--- config.mk ---
export PLATFORM = sky130hd
export DESIGN_NAME = eth_rx_mac_filter_flat
export DESIGN_NICKNAME = d
export VERILOG_FILES = /design/src/rtl/eth_pkg.sv /design/src/rtl/eth_rx_mac_filter_if.sv /design/src/rtl/eth_rx_mac_filter_axis_out_reg.sv /design/src/rtl/eth_rx_mac_filter.sv /design/src/flat_wrapper.sv
export SDC_FILE = /design/constraint.sdc
export NUM_CORES = 1
export LEC_CHECK = 0
export ABC_AREA = 0
export BUFFER_PORTS_ARGS = -buffer_cell sky130_fd_sc_hd__buf_2
export CAP_MARGIN = 20
export CORE_MARGIN = 2
export CORE_UTILIZATION = 35
export CTS_BUF_LIST = sky130_fd_sc_hd__clkbuf_2
export CTS_CLUSTER_DIAMETER = 30
export DETAILED_ROUTE_END_ITERATION = 8
export PLACE_DENSITY = 0.64
export RECOVER_POWER = 25
export SYNTH_ARGS = -nofsm -noshare
export SYNTH_HDL_FRONTEND = slang
export SYNTH_HIERARCHICAL = 1
export SYNTH_SLANG_ARGS = --single-unit
--- constraint.sdc ---
create_clock -name clock50 -period 4.2 [get_ports clock50]
set_input_delay 0.21 -clock clock50 [delete_from_list [all_inputs] [get_ports clock50]]
set_output_delay 0.21 -clock clock50 [all_outputs]
set_load 0.1 [all_outputs]
--- src/rtl/eth_pkg.sv ---
// Shared Ethernet receive-path types and constants.
package eth_pkg;

    typedef logic [47:0] mac_addr_t;

    localparam mac_addr_t   ETH_BCAST_ADDR = '1;
    localparam int unsigned ETH_DST_LEN    = 6;

    typedef enum logic [2:0] {
        IDLE,
        HDR,
        REPLAY,
        PASS,
        DROP
    } rx_filt_state_t;

endpackage

--- src/rtl/eth_rx_mac_filter_if.sv ---
// 8-bit AXI-Stream link with bad-frame flag on tuser.
interface eth_rx_mac_filter_if;

    logic [7:0] tdata;
    logic       tvalid;
    logic       tready;
    logic       tlast;
    logic       tuser;

    modport master (
        output tdata,
        output tvalid,
        output tlast,
        output tuser,
        input  tready
    );

    modport slave (
        input  tdata,
        input  tvalid,
        input  tlast,
        input  tuser,
        output tready
    );

endinterface

--- src/rtl/eth_rx_mac_filter_axis_out_reg.sv ---
// Single-stage registered AXI-Stream output (tdata/tlast/tuser).
// Loads whenever the stage is empty or being drained; payload is held
// stable while tvalid=1 and tready=0.
module axis_out_reg (
    input  logic                        clk,
    input  logic                        rst,
    input  logic                        i_valid,
    input  logic [7:0]                  i_data,
    input  logic                        i_last,
    input  logic                        i_user,
    output logic                        o_ready,
    eth_rx_mac_filter_if.master         m_axis
);

    assign o_ready = !m_axis.tvalid || m_axis.tready;

    // Output stage: take a new beat on each load opportunity.
    always_ff @(posedge clk) begin
        if (rst) begin
            m_axis.tvalid <= 1'b0;
            m_axis.tdata  <= '0;
            m_axis.tlast  <= 1'b0;
            m_axis.tuser  <= 1'b0;
        end else if (o_ready) begin
            m_axis.tvalid <= i_valid;
            if (i_valid) begin
                m_axis.tdata <= i_data;
                m_axis.tlast <= i_last;
                m_axis.tuser <= i_user;
            end
        end
    end

endmodule

--- src/rtl/eth_rx_mac_filter.sv ---
// Receive MAC destination filter: buffers the 6-byte destination address,
// forwards matching frames byte-identical and discards the rest whole.
// Optional statistics counters: define ETH_RX_MAC_FILTER_STATS_EN.
module eth_rx_mac_filter
    import eth_pkg::*;
#(
    parameter bit ACCEPT_BROADCAST = 1'b1,
    parameter bit ACCEPT_MULTICAST = 1'b0
`ifdef ETH_RX_MAC_FILTER_STATS_EN
    ,
    parameter int unsigned STAT_WIDTH = 32
`endif
) (
    input  logic                        clock50,
    input  logic                        reset,
    input  mac_addr_t                   local_mac,
    input  logic                        promisc,
    eth_rx_mac_filter_if.slave          s_axis,
    eth_rx_mac_filter_if.master         m_axis
`ifdef ETH_RX_MAC_FILTER_STATS_EN
    ,
    output logic [STAT_WIDTH-1:0]       stat_accepted,
    output logic [STAT_WIDTH-1:0]       stat_dropped
`endif
);

    localparam logic [2:0] LAST_IDX = 3'(ETH_DST_LEN - 1);

    rx_filt_state_t r_state;
    rx_filt_state_t w_next;
    logic [2:0]     r_cnt;
    logic [2:0]     w_cnt_nxt;
    logic [7:0]     r_hdr [ETH_DST_LEN];
    mac_addr_t      r_mac;
    logic           r_promisc;
    logic           r_last5;
    logic           r_user5;

    mac_addr_t      w_dst;
    logic           w_match;
    logic           w_s_ready;
    logic           w_hdr_we;
    logic           w_acc_evt;
    logic           w_drop_evt;
    logic           w_load;
    logic [7:0]     w_odata;
    logic           w_olast;
    logic           w_ouser;
    logic           w_out_ready;

    assign s_axis.tready = w_s_ready;

    // Destination as it completes on byte 5 (current input byte is the last one).
    assign w_dst   = {r_hdr[0], r_hdr[1], r_hdr[2], r_hdr[3], r_hdr[4], s_axis.tdata};
    assign w_match = r_promisc
                  || (w_dst == r_mac)
                  || (ACCEPT_BROADCAST && (w_dst == ETH_BCAST_ADDR))
                  || (ACCEPT_MULTICAST && r_hdr[0][0]);

    // Next-state, input ready and output-stage feed.
    always_comb begin
        w_next     = r_state;
        w_cnt_nxt  = r_cnt;
        w_s_ready  = 1'b0;
        w_hdr_we   = 1'b0;
        w_acc_evt  = 1'b0;
        w_drop_evt = 1'b0;
        w_load     = 1'b0;
        w_odata    = '0;
        w_olast    = 1'b0;
        w_ouser    = 1'b0;
        unique case (r_state)
            IDLE, HDR: begin
                w_s_ready = 1'b1;
                if (s_axis.tvalid) begin
                    w_hdr_we  = 1'b1;
                    w_cnt_nxt = r_cnt + 3'd1;
                    if (r_cnt == LAST_IDX) begin
                        w_cnt_nxt = '0;
                        if (w_match) begin
                            w_next    = REPLAY;
                            w_acc_evt = 1'b1;
                        end else begin
                            w_drop_evt = 1'b1;
                            w_next     = s_axis.tlast ? IDLE : DROP;
                        end
                    end else if (s_axis.tlast) begin
                        w_cnt_nxt  = '0;
                        w_drop_evt = 1'b1;
                        w_next     = IDLE;
                    end else begin
                        w_next = HDR;
                    end
                end
            end
            REPLAY: begin
                w_load  = 1'b1;
                w_odata = r_hdr[r_cnt];
                if (r_cnt == LAST_IDX) begin
                    w_olast = r_last5;
                    w_ouser = r_user5;
                end
                if (w_out_ready) begin
                    w_cnt_nxt = r_cnt + 3'd1;
                    if (r_cnt == LAST_IDX) begin
                        w_cnt_nxt = '0;
                        w_next    = r_last5 ? IDLE : PASS;
                    end
                end
            end
            PASS: begin
                w_s_ready = w_out_ready;
                w_load    = s_axis.tvalid;
                w_odata   = s_axis.tdata;
                w_olast   = s_axis.tlast;
                w_ouser   = s_axis.tuser;
                if (s_axis.tvalid && w_out_ready && s_axis.tlast) begin
                    w_next = IDLE;
                end
            end
            DROP: begin
                w_s_ready = 1'b1;
                if (s_axis.tvalid && s_axis.tlast) begin
                    w_next = IDLE;
                end
            end
            default: begin
                w_next    = IDLE;
                w_cnt_nxt = '0;
            end
        endcase
    end

    // State, byte counter and per-frame latched controls.
    always_ff @(posedge clock50) begin
        if (reset) begin
            r_state   <= IDLE;
            r_cnt     <= '0;
            r_mac     <= '0;
            r_promisc <= 1'b0;
            r_last5   <= 1'b0;
            r_user5   <= 1'b0;
        end else begin
            r_state <= w_next;
            r_cnt   <= w_cnt_nxt;
            if (w_hdr_we && (r_state == IDLE)) begin
                r_mac     <= local_mac;
                r_promisc <= promisc;
            end
            if (w_hdr_we && (r_cnt == LAST_IDX)) begin
                r_last5 <= s_axis.tlast;
                r_user5 <= s_axis.tuser;
            end
        end
    end

    // Header byte buffer; pure datapath, no reset needed.
    always_ff @(posedge clock50) begin
        if (w_hdr_we) begin
            r_hdr[r_cnt] <= s_axis.tdata;
        end
    end

    axis_out_reg u_out_reg (
        .clk     (clock50),
        .rst     (reset),
        .i_valid (w_load),
        .i_data  (w_odata),
        .i_last  (w_olast),
        .i_user  (w_ouser),
        .o_ready (w_out_ready),
        .m_axis  (m_axis)
    );

`ifdef ETH_RX_MAC_FILTER_STATS_EN
    // Frame accept/drop counters, free-running with wrap.
    always_ff @(posedge clock50) begin
        if (reset) begin
            stat_accepted <= '0;
            stat_dropped  <= '0;
        end else begin
            if (w_acc_evt) begin
                stat_accepted <= stat_accepted + 1'b1;
            end
            if (w_drop_evt) begin
                stat_dropped <= stat_dropped + 1'b1;
            end
        end
    end
`endif

endmodule

--- src/flat_wrapper.sv ---
// flat-port wrapper written by rule: the top's interface ports become plain ports
module eth_rx_mac_filter_flat import eth_pkg::*;
#(
    parameter bit ACCEPT_BROADCAST = 1'b1,
    parameter bit ACCEPT_MULTICAST = 1'b0

)
  (clock50, reset, local_mac, promisc, s_axis_tdata, s_axis_tvalid, s_axis_tlast, s_axis_tuser, s_axis_tready, m_axis_tdata, m_axis_tvalid, m_axis_tlast, m_axis_tuser, m_axis_tready);
  eth_rx_mac_filter_if s_axis_i ();
  eth_rx_mac_filter_if m_axis_i ();
  input  logic clock50;
  input  logic reset;
  input  mac_addr_t local_mac;
  input  logic promisc;
  input wire logic [$bits(s_axis_i.tdata)-1:0] s_axis_tdata;
  input wire logic [$bits(s_axis_i.tvalid)-1:0] s_axis_tvalid;
  input wire logic [$bits(s_axis_i.tlast)-1:0] s_axis_tlast;
  input wire logic [$bits(s_axis_i.tuser)-1:0] s_axis_tuser;
  output wire logic [$bits(s_axis_i.tready)-1:0] s_axis_tready;
  output wire logic [$bits(m_axis_i.tdata)-1:0] m_axis_tdata;
  output wire logic [$bits(m_axis_i.tvalid)-1:0] m_axis_tvalid;
  output wire logic [$bits(m_axis_i.tlast)-1:0] m_axis_tlast;
  output wire logic [$bits(m_axis_i.tuser)-1:0] m_axis_tuser;
  input wire logic [$bits(m_axis_i.tready)-1:0] m_axis_tready;
  assign s_axis_i.tdata = s_axis_tdata;
  assign s_axis_i.tvalid = s_axis_tvalid;
  assign s_axis_i.tlast = s_axis_tlast;
  assign s_axis_i.tuser = s_axis_tuser;
  assign s_axis_tready = s_axis_i.tready;
  assign m_axis_tdata = m_axis_i.tdata;
  assign m_axis_tvalid = m_axis_i.tvalid;
  assign m_axis_tlast = m_axis_i.tlast;
  assign m_axis_tuser = m_axis_i.tuser;
  assign m_axis_i.tready = m_axis_tready;
  eth_rx_mac_filter #(.ACCEPT_BROADCAST(ACCEPT_BROADCAST), .ACCEPT_MULTICAST(ACCEPT_MULTICAST)) u_core (.clock50(clock50), .reset(reset), .local_mac(local_mac), .promisc(promisc), .s_axis(s_axis_i), .m_axis(m_axis_i));
endmodule
* Word-level counts from Yosys, hierarchy flattened
Memory sizes are Yosys's and may differ from the RTL's. A register that Yosys moved wholly into a read port is not among the register bits.
Cells that the tools add are included.
** Storage, ports and cells
- Word-level logic and storage cells :: 71
- Memories :: 1
- Output and inout bits :: 12
- Register bits :: 68
- Input port bits :: 63
- RAM bits :: 48
** Operators by class
- Bitwise operators :: 1
- Eq/ne operators :: 12
- Add/subtract/negate cells :: 1
- Multiplexer cells :: 30
- Reduce and logical (&&, ||, !) cells :: 16
** Memories
- u_core.r_hdr :: words 6, bits a word 8, rd ports 6, clocked after Yosys merged registers in 1, wr ports 1, RTL line eth_rx_mac_filter.sv:33 : logic [7:0] r_hdr [ETH_DST_LEN];
** Operators by type and width (count)
- $eq 48x48->1 :: 1
- $eq 48x48->1 const B :: 1
- $mux 3 :: 15
- $pmux 8 s2 :: 1
- $pmux 3 s4 :: 1
- $pmux 3 s3 :: 1
- $ne 2x1->1 const B :: 4
- $pmux 1 s2 :: 4
- $mux 1 :: 7
- $eq 3x2->1 const B :: 2
- $eq 3x3->1 const B :: 2
- $logic_and 1x1->1 :: 5
- $reduce_and 5->1 :: 1
- $reduce_or 2->1 :: 2
- $add 3x1->3 const B :: 1
- $eq 3x1->1 const B :: 1
- $logic_not 3->1 :: 1
- $logic_or 1x1->1 :: 3
- $reduce_and 3->1 :: 1
- $reduce_or 3->1 :: 1
- $mux 2 :: 1
- $ne 2x2->1 const B :: 1
- $reduce_and 2->1 :: 1
- $logic_not 1->1 :: 1
- $not 1->1 :: 1

* Logic depth before layout (Yosys ltp)
An unclocked memory read counts as a cell.
- Depth after elaboration :: 8
- Mapped depth :: 9
- Mapped depth without buffers :: 7

* Modules after synthesis
Netlist, hierarchy kept.
** Modules (own cells, without submodules)
- eth_rx_mac_filter :: area each 5490.3 µm², sequential area each 3123.0 µm², times used 1, cells each 496
- axis_out_reg :: area each 504.2 µm², sequential area each 220.2 µm², times used 1, cells each 49

* Worst setup path after synthesis
OpenSTA, ideal clock, no wires.
- Path kind :: register to output
- Start :: register u_core.u_out_reg.m_axis.tvalid
- End :: output s_axis_tready
- Stages on the path, launching flop included :: 5
- Path buffers :: 1
- Path slack :: 0.652 ns
- Data required time :: 3.990 ns
- Arrival time :: 3.338 ns
- Cell sequence :: dfxtp_1 -> nand2b_4 -> buf_2 -> nand2_1 -> a21boi_0
** Between the ends
- Cells in the longest elaborated chain, start to end :: 3
** RTL lines
- start: declaration :: RTL line eth_rx_mac_filter_if.sv:12 : output tvalid,
- start signal: assignment :: RTL line eth_rx_mac_filter_axis_out_reg.sv:25 : m_axis.tvalid <= i_valid;
- $logic_not 1->1 :: RTL line eth_rx_mac_filter_axis_out_reg.sv:15 : assign o_ready = !m_axis.tvalid || m_axis.tready;
- $logic_or 1x1->1 :: RTL line eth_rx_mac_filter_axis_out_reg.sv:15
- named net u_core.w_out_ready :: RTL line eth_rx_mac_filter.sv:49 : logic w_out_ready;
- $pmux 1 s2 :: RTL line eth_rx_mac_filter.sv:72 : unique case (r_state)
- end: declaration :: RTL line flat_wrapper.sv:19 : output wire logic [$bits(s_axis_i.tready)-1:0] s_axis_tready;
The timed path passes the listed nets, and every way through them passes these cells.

* Worst setup path after layout
- Start :: register u_core.r_cnt[1]
- End :: register u_core.r_user5
** Between the ends
- Cells in the longest elaborated chain, start to end :: 2
** RTL lines
- start: declaration :: RTL line eth_rx_mac_filter.sv:31 : logic [2:0] r_cnt;
- start signal: assignment :: RTL line eth_rx_mac_filter.sv:145 : r_cnt <= w_cnt_nxt;
- $eq 3x3->1 :: RTL line eth_rx_mac_filter.sv:150 : if (w_hdr_we && (r_cnt == LAST_IDX)) begin
- $logic_and 1x1->1 :: RTL line eth_rx_mac_filter.sv:150
- end signal: assignment :: RTL line eth_rx_mac_filter.sv:152 : r_user5 <= s_axis.tuser;
- end: declaration :: RTL line eth_rx_mac_filter.sv:37 : logic r_user5;
No other way between the ends.
A chain may end at the register's enable or synchronous reset.

==> qor.tcl <==
set qor(synth_ff_type) {sky130_fd_sc_hd__dfxtp_1}
set qor(worst_skew_pair.late_latency_ns) 0.72
set qor(grt_first_pass_wirelength_um) 25460
set qor(status) {finished, final reports clean}
set qor(synth_area_leaders) {sky130_fd_sc_hd__edfxtp_1 (32%), sky130_fd_sc_hd__dfxtp_1 (24%), sky130_fd_sc_hd__nand2_1 (7.3%), sky130_fd_sc_hd__xnor2_1 (7.2%), sky130_fd_sc_hd__mux4_2 (6.0%)}
set qor(unrepaired_setup_endpoints_after_global_routing) {no}
set qor(number_of_ports_placed_on_the_die_boundary) 75
set qor(synth-edff-count) 64
set qor(synth.top_cells.by_count) {sky130_fd_sc_hd__nand2_1 (117), sky130_fd_sc_hd__dfxtp_1 (71), sky130_fd_sc_hd__edfxtp_1 (64)}
set qor(vias) 4671
set qor(fp.dieArea_um2) 18190
set qor(ys_async_sr_fraction_pct) 0
set qor(ys_seq_area_share_pct) 55.77
set qor(synth.ff_latch_count) 135
set qor(synthesis.nets) 610
set qor(fin_crit_ns) 2.613
set qor(timing.critical_path.from_type) {flip-flop}
set qor(tightest_slew_ns) 0.9610
set qor(post-synth-top-area-cell) {sky130_fd_sc_hd__edfxtp_1}
set qor(setup_viol) 0
set qor(drt_drc_violations_left) 0
set qor(h-tree-depth) 4
set qor(fmax_mhz) 382.7
set qor(chipWidth_um) 134.9
set qor(tritoncts_buffers) 17
set qor(power.density_nw_per_um2) 391.8
set qor(die_height_um) 134.9
set qor(cts_tree) {yes}
set qor(pre_antenna_drt_iters) 6
set qor(post_drt_wl_per_cell_um) 18.11
set qor(wire_length_reported_by_the_detailed_router_um) 16440
set qor(grt_max_degree) 67
set qor(nNetsFinal) 739
set qor(setup.worst_path.end_class) {flip-flop}
set qor(grt_remaining_overflow) 0
set qor(grt_pass1_vias) 4597
set qor(power.ir.vdd_worst_uv) 189.9
set qor(final_layout_size_suffix_gt1_share_pct) 20.52
set qor(worst_slack_ns) 1.587
set qor(initial_utilization_pct) 36.02
set qor(global_routing_usage_summed_across_all_routing_layers_pct) 18.68
set qor(drtIter0Drc) 534
set qor(drt.antenna.violating_nets) 0
set qor(dp.final_hpwl_um) 11690
set qor(placedCellCount) 811
set qor(cts_buffer_depth) 2
set qor(gp_congestion) 0.9192
set qor(worst_slew_margin_rel_pct) 35.85
set qor(syn_to_final_growth_pct) 22.65
set qor(finalSetupTns_ns) 0
set qor(antenna_found_initial) 1
set qor(hold_violations) 0
set qor(syn_area_um2) 5994
set qor(synthDistinctLibCells) 45
set qor(cap_violations) 0
set qor(yosysWarnings) 6
set qor(worst_hold_path_type) {primary input to flip-flop}
set qor(syn-mean-instance-area_um2) 11.00
set qor(timing.final.crit_share_pct) 62.22
set qor(vias_per_cell) 5.144
set qor(leakage_nw) 2.510
set qor(post_layout_nonfiller_instances) 908
set qor(rows) 47
set qor(cts.clk_slew.worst_paths_ns) 0.18
set qor(ff2ff_setup_slack_ns) 1.59
set qor(root_buffer) {sky130_fd_sc_hd__clkbuf_2}
set qor(most_frequent_cell_after_synthesis) {sky130_fd_sc_hd__nand2_1}
set qor(clock_skew_ns) 0.02778
set qor(fp.coreArea_um2) 16640
set qor(buffer_ports.inserted) 74
set qor(post_syn_instances) 545
set qor(cp_data_required_time_ns) 4.86
set qor(critPathArrivalTime_ns) 3.27
set qor(numClockSinks) 135
set qor(count_of_pins_over_their_slew_limit) 0
set qor(dp_worst_setup_slack_ns) 1.925
set qor(critical_path_class) {flip-flop to flip-flop}
set qor(postCtsSetupRepairBufs) 0
set qor(netlist.area_leader.share_pct) 32.06
set qor(critPathMaxFanout) 6
state kept, by name, indices dropped and copies added (netlist names), named ones only:
| signal | cells |
|---|---|
| u_core/r_last5 | 1 |
| u_core/r_hdr | 64 |
| u_core/r_promisc | 1 |
| u_core/r_cnt | 3 |
| u_core/r_user5 | 1 |
| u_core/u_out_reg/m_axis.tlast | 1 |
| u_core/r_mac | 48 |
| u_core/u_out_reg/m_axis.tdata | 8 |
| u_core/u_out_reg/m_axis.tuser | 1 |
| u_core/r_state | 3 |
| u_core/u_out_reg/m_axis.tvalid | 1 |
logic make-up after synthesis:
group,share of synthesized area (%)
compound gates,10.46
xor+xnor,7.305
fa+ha+maj,0.4174
buf+inv,3.569
flops,55.77
mux,7.347
simple gates,15.13
layout make-up:
cell class	count	area, um2
fill	1568	9290
sequential	135	3343
inverter	5	18.77
clock inverter	12	136.4
tap	220	275.3
multi-input combinational	373	2450
antenna	1	2.502
clock buffer	20	100.1
timing repair buffer	142	1026
per-stage QoR:
stage | hold WS (ns) | area (um2) | utilization (%) | total power, mW
3_3_place_gp | 0.4463 | 6487 | 38.98 | 2.065
6_report | 0.1361 | 7352 | 44.18 | 2.880
3_5_place_dp | 0.4545 | 6487 | 38.98 | 2.079
2_1_floorplan | 0.2791 | 5995 | - | 1.945
5_1_grt | 0.1209 | 7352 | 44.18 | 3.027
4_1_cts | 0.07992 | 7355 | 44.19 | 2.903
cells in the final DEF, fill, tap and decap left out, drive strengths merged, types with 2 or more instances in the layout:
master         n
nand2        117
mux4          16
edfxtp        64
nor2          12
nand2b         4
a21oi         69
a211oi         3
o21ai         11
inv            7
clkbuf        28
or2            3
bufinv         3
xnor2         49
nor3           7
and2           2
nand3         15
dfxtp         71
dlygate4sd3   63
a31oi          2
nor4           6
a22o           2
clkinv         6
mux2i          8
nand4         25
nor2b          3
ha             2
buf           71
a21bo         10
routing by layer:
metal | wire length (um) | part of all wire, % | global-route usage (%) | vias up
met5 | 0 | 0 | 0 | -
met2 | 7561 | 46 | 29.27 | 253
met1 | 6913 | 42 | 24.55 | 2160
li1 | - | - | - | 2206
met3 | 1254 | 7.6 | 3.529 | 52
met4 | 712 | 4.3 | 10.06 | 0
final timing paths:
path / startpoint / end / depth (start not counted)
worst min-delay path: reset / u_core/u_out_reg/m_axis.tdata[3]$_SDFFE_PP0P_ / 3
worst max-delay path: u_core/r_cnt[1]$_SDFFE_PP0P_ / u_core/r_user5$_SDFFE_PP0P_ / 8
worst max register to register: u_core/r_cnt[1]$_SDFFE_PP0P_ / u_core/r_user5$_SDFFE_PP0P_ / 8
worst min register to register: u_core/r_mac[1]$_SDFFE_PP0P_ / u_core/r_mac[1]$_SDFFE_PP0P_ / 2
what timing repair did:
action	4_1_cts	5_1_grt
resized for setup	0	0
endpoints found under the hold margin	127	0
hold buffers	63	0
critical path: stages (launching register included):
cell,delay (ns)
sky130_fd_sc_hd__dfxtp_1,0.40
sky130_fd_sc_hd__inv_1,0.11
sky130_fd_sc_hd__ha_1,0.19
sky130_fd_sc_hd__nand2_1,0.15
sky130_fd_sc_hd__nor3_2,0.35
sky130_fd_sc_hd__nand3_1,0.12
sky130_fd_sc_hd__dlygate4sd3_1,0.57
sky130_fd_sc_hd__a21oi_1,0.12
sky130_fd_sc_hd__dlygate4sd3_1,0.56
power breakdown:
| part | switching (mW) | internal [mW] | total (mW) |
|---|---|---|---|
| Clock | 0.453 | 0.330 | 0.784 |
| Sequential | 0.116 | 1.47 | 1.58 |
| Combinational | 0.272 | 0.242 | 0.515 |
| Total | 0.842 | 2.04 | 2.88 |
Power figures use the tool's default switching activity.
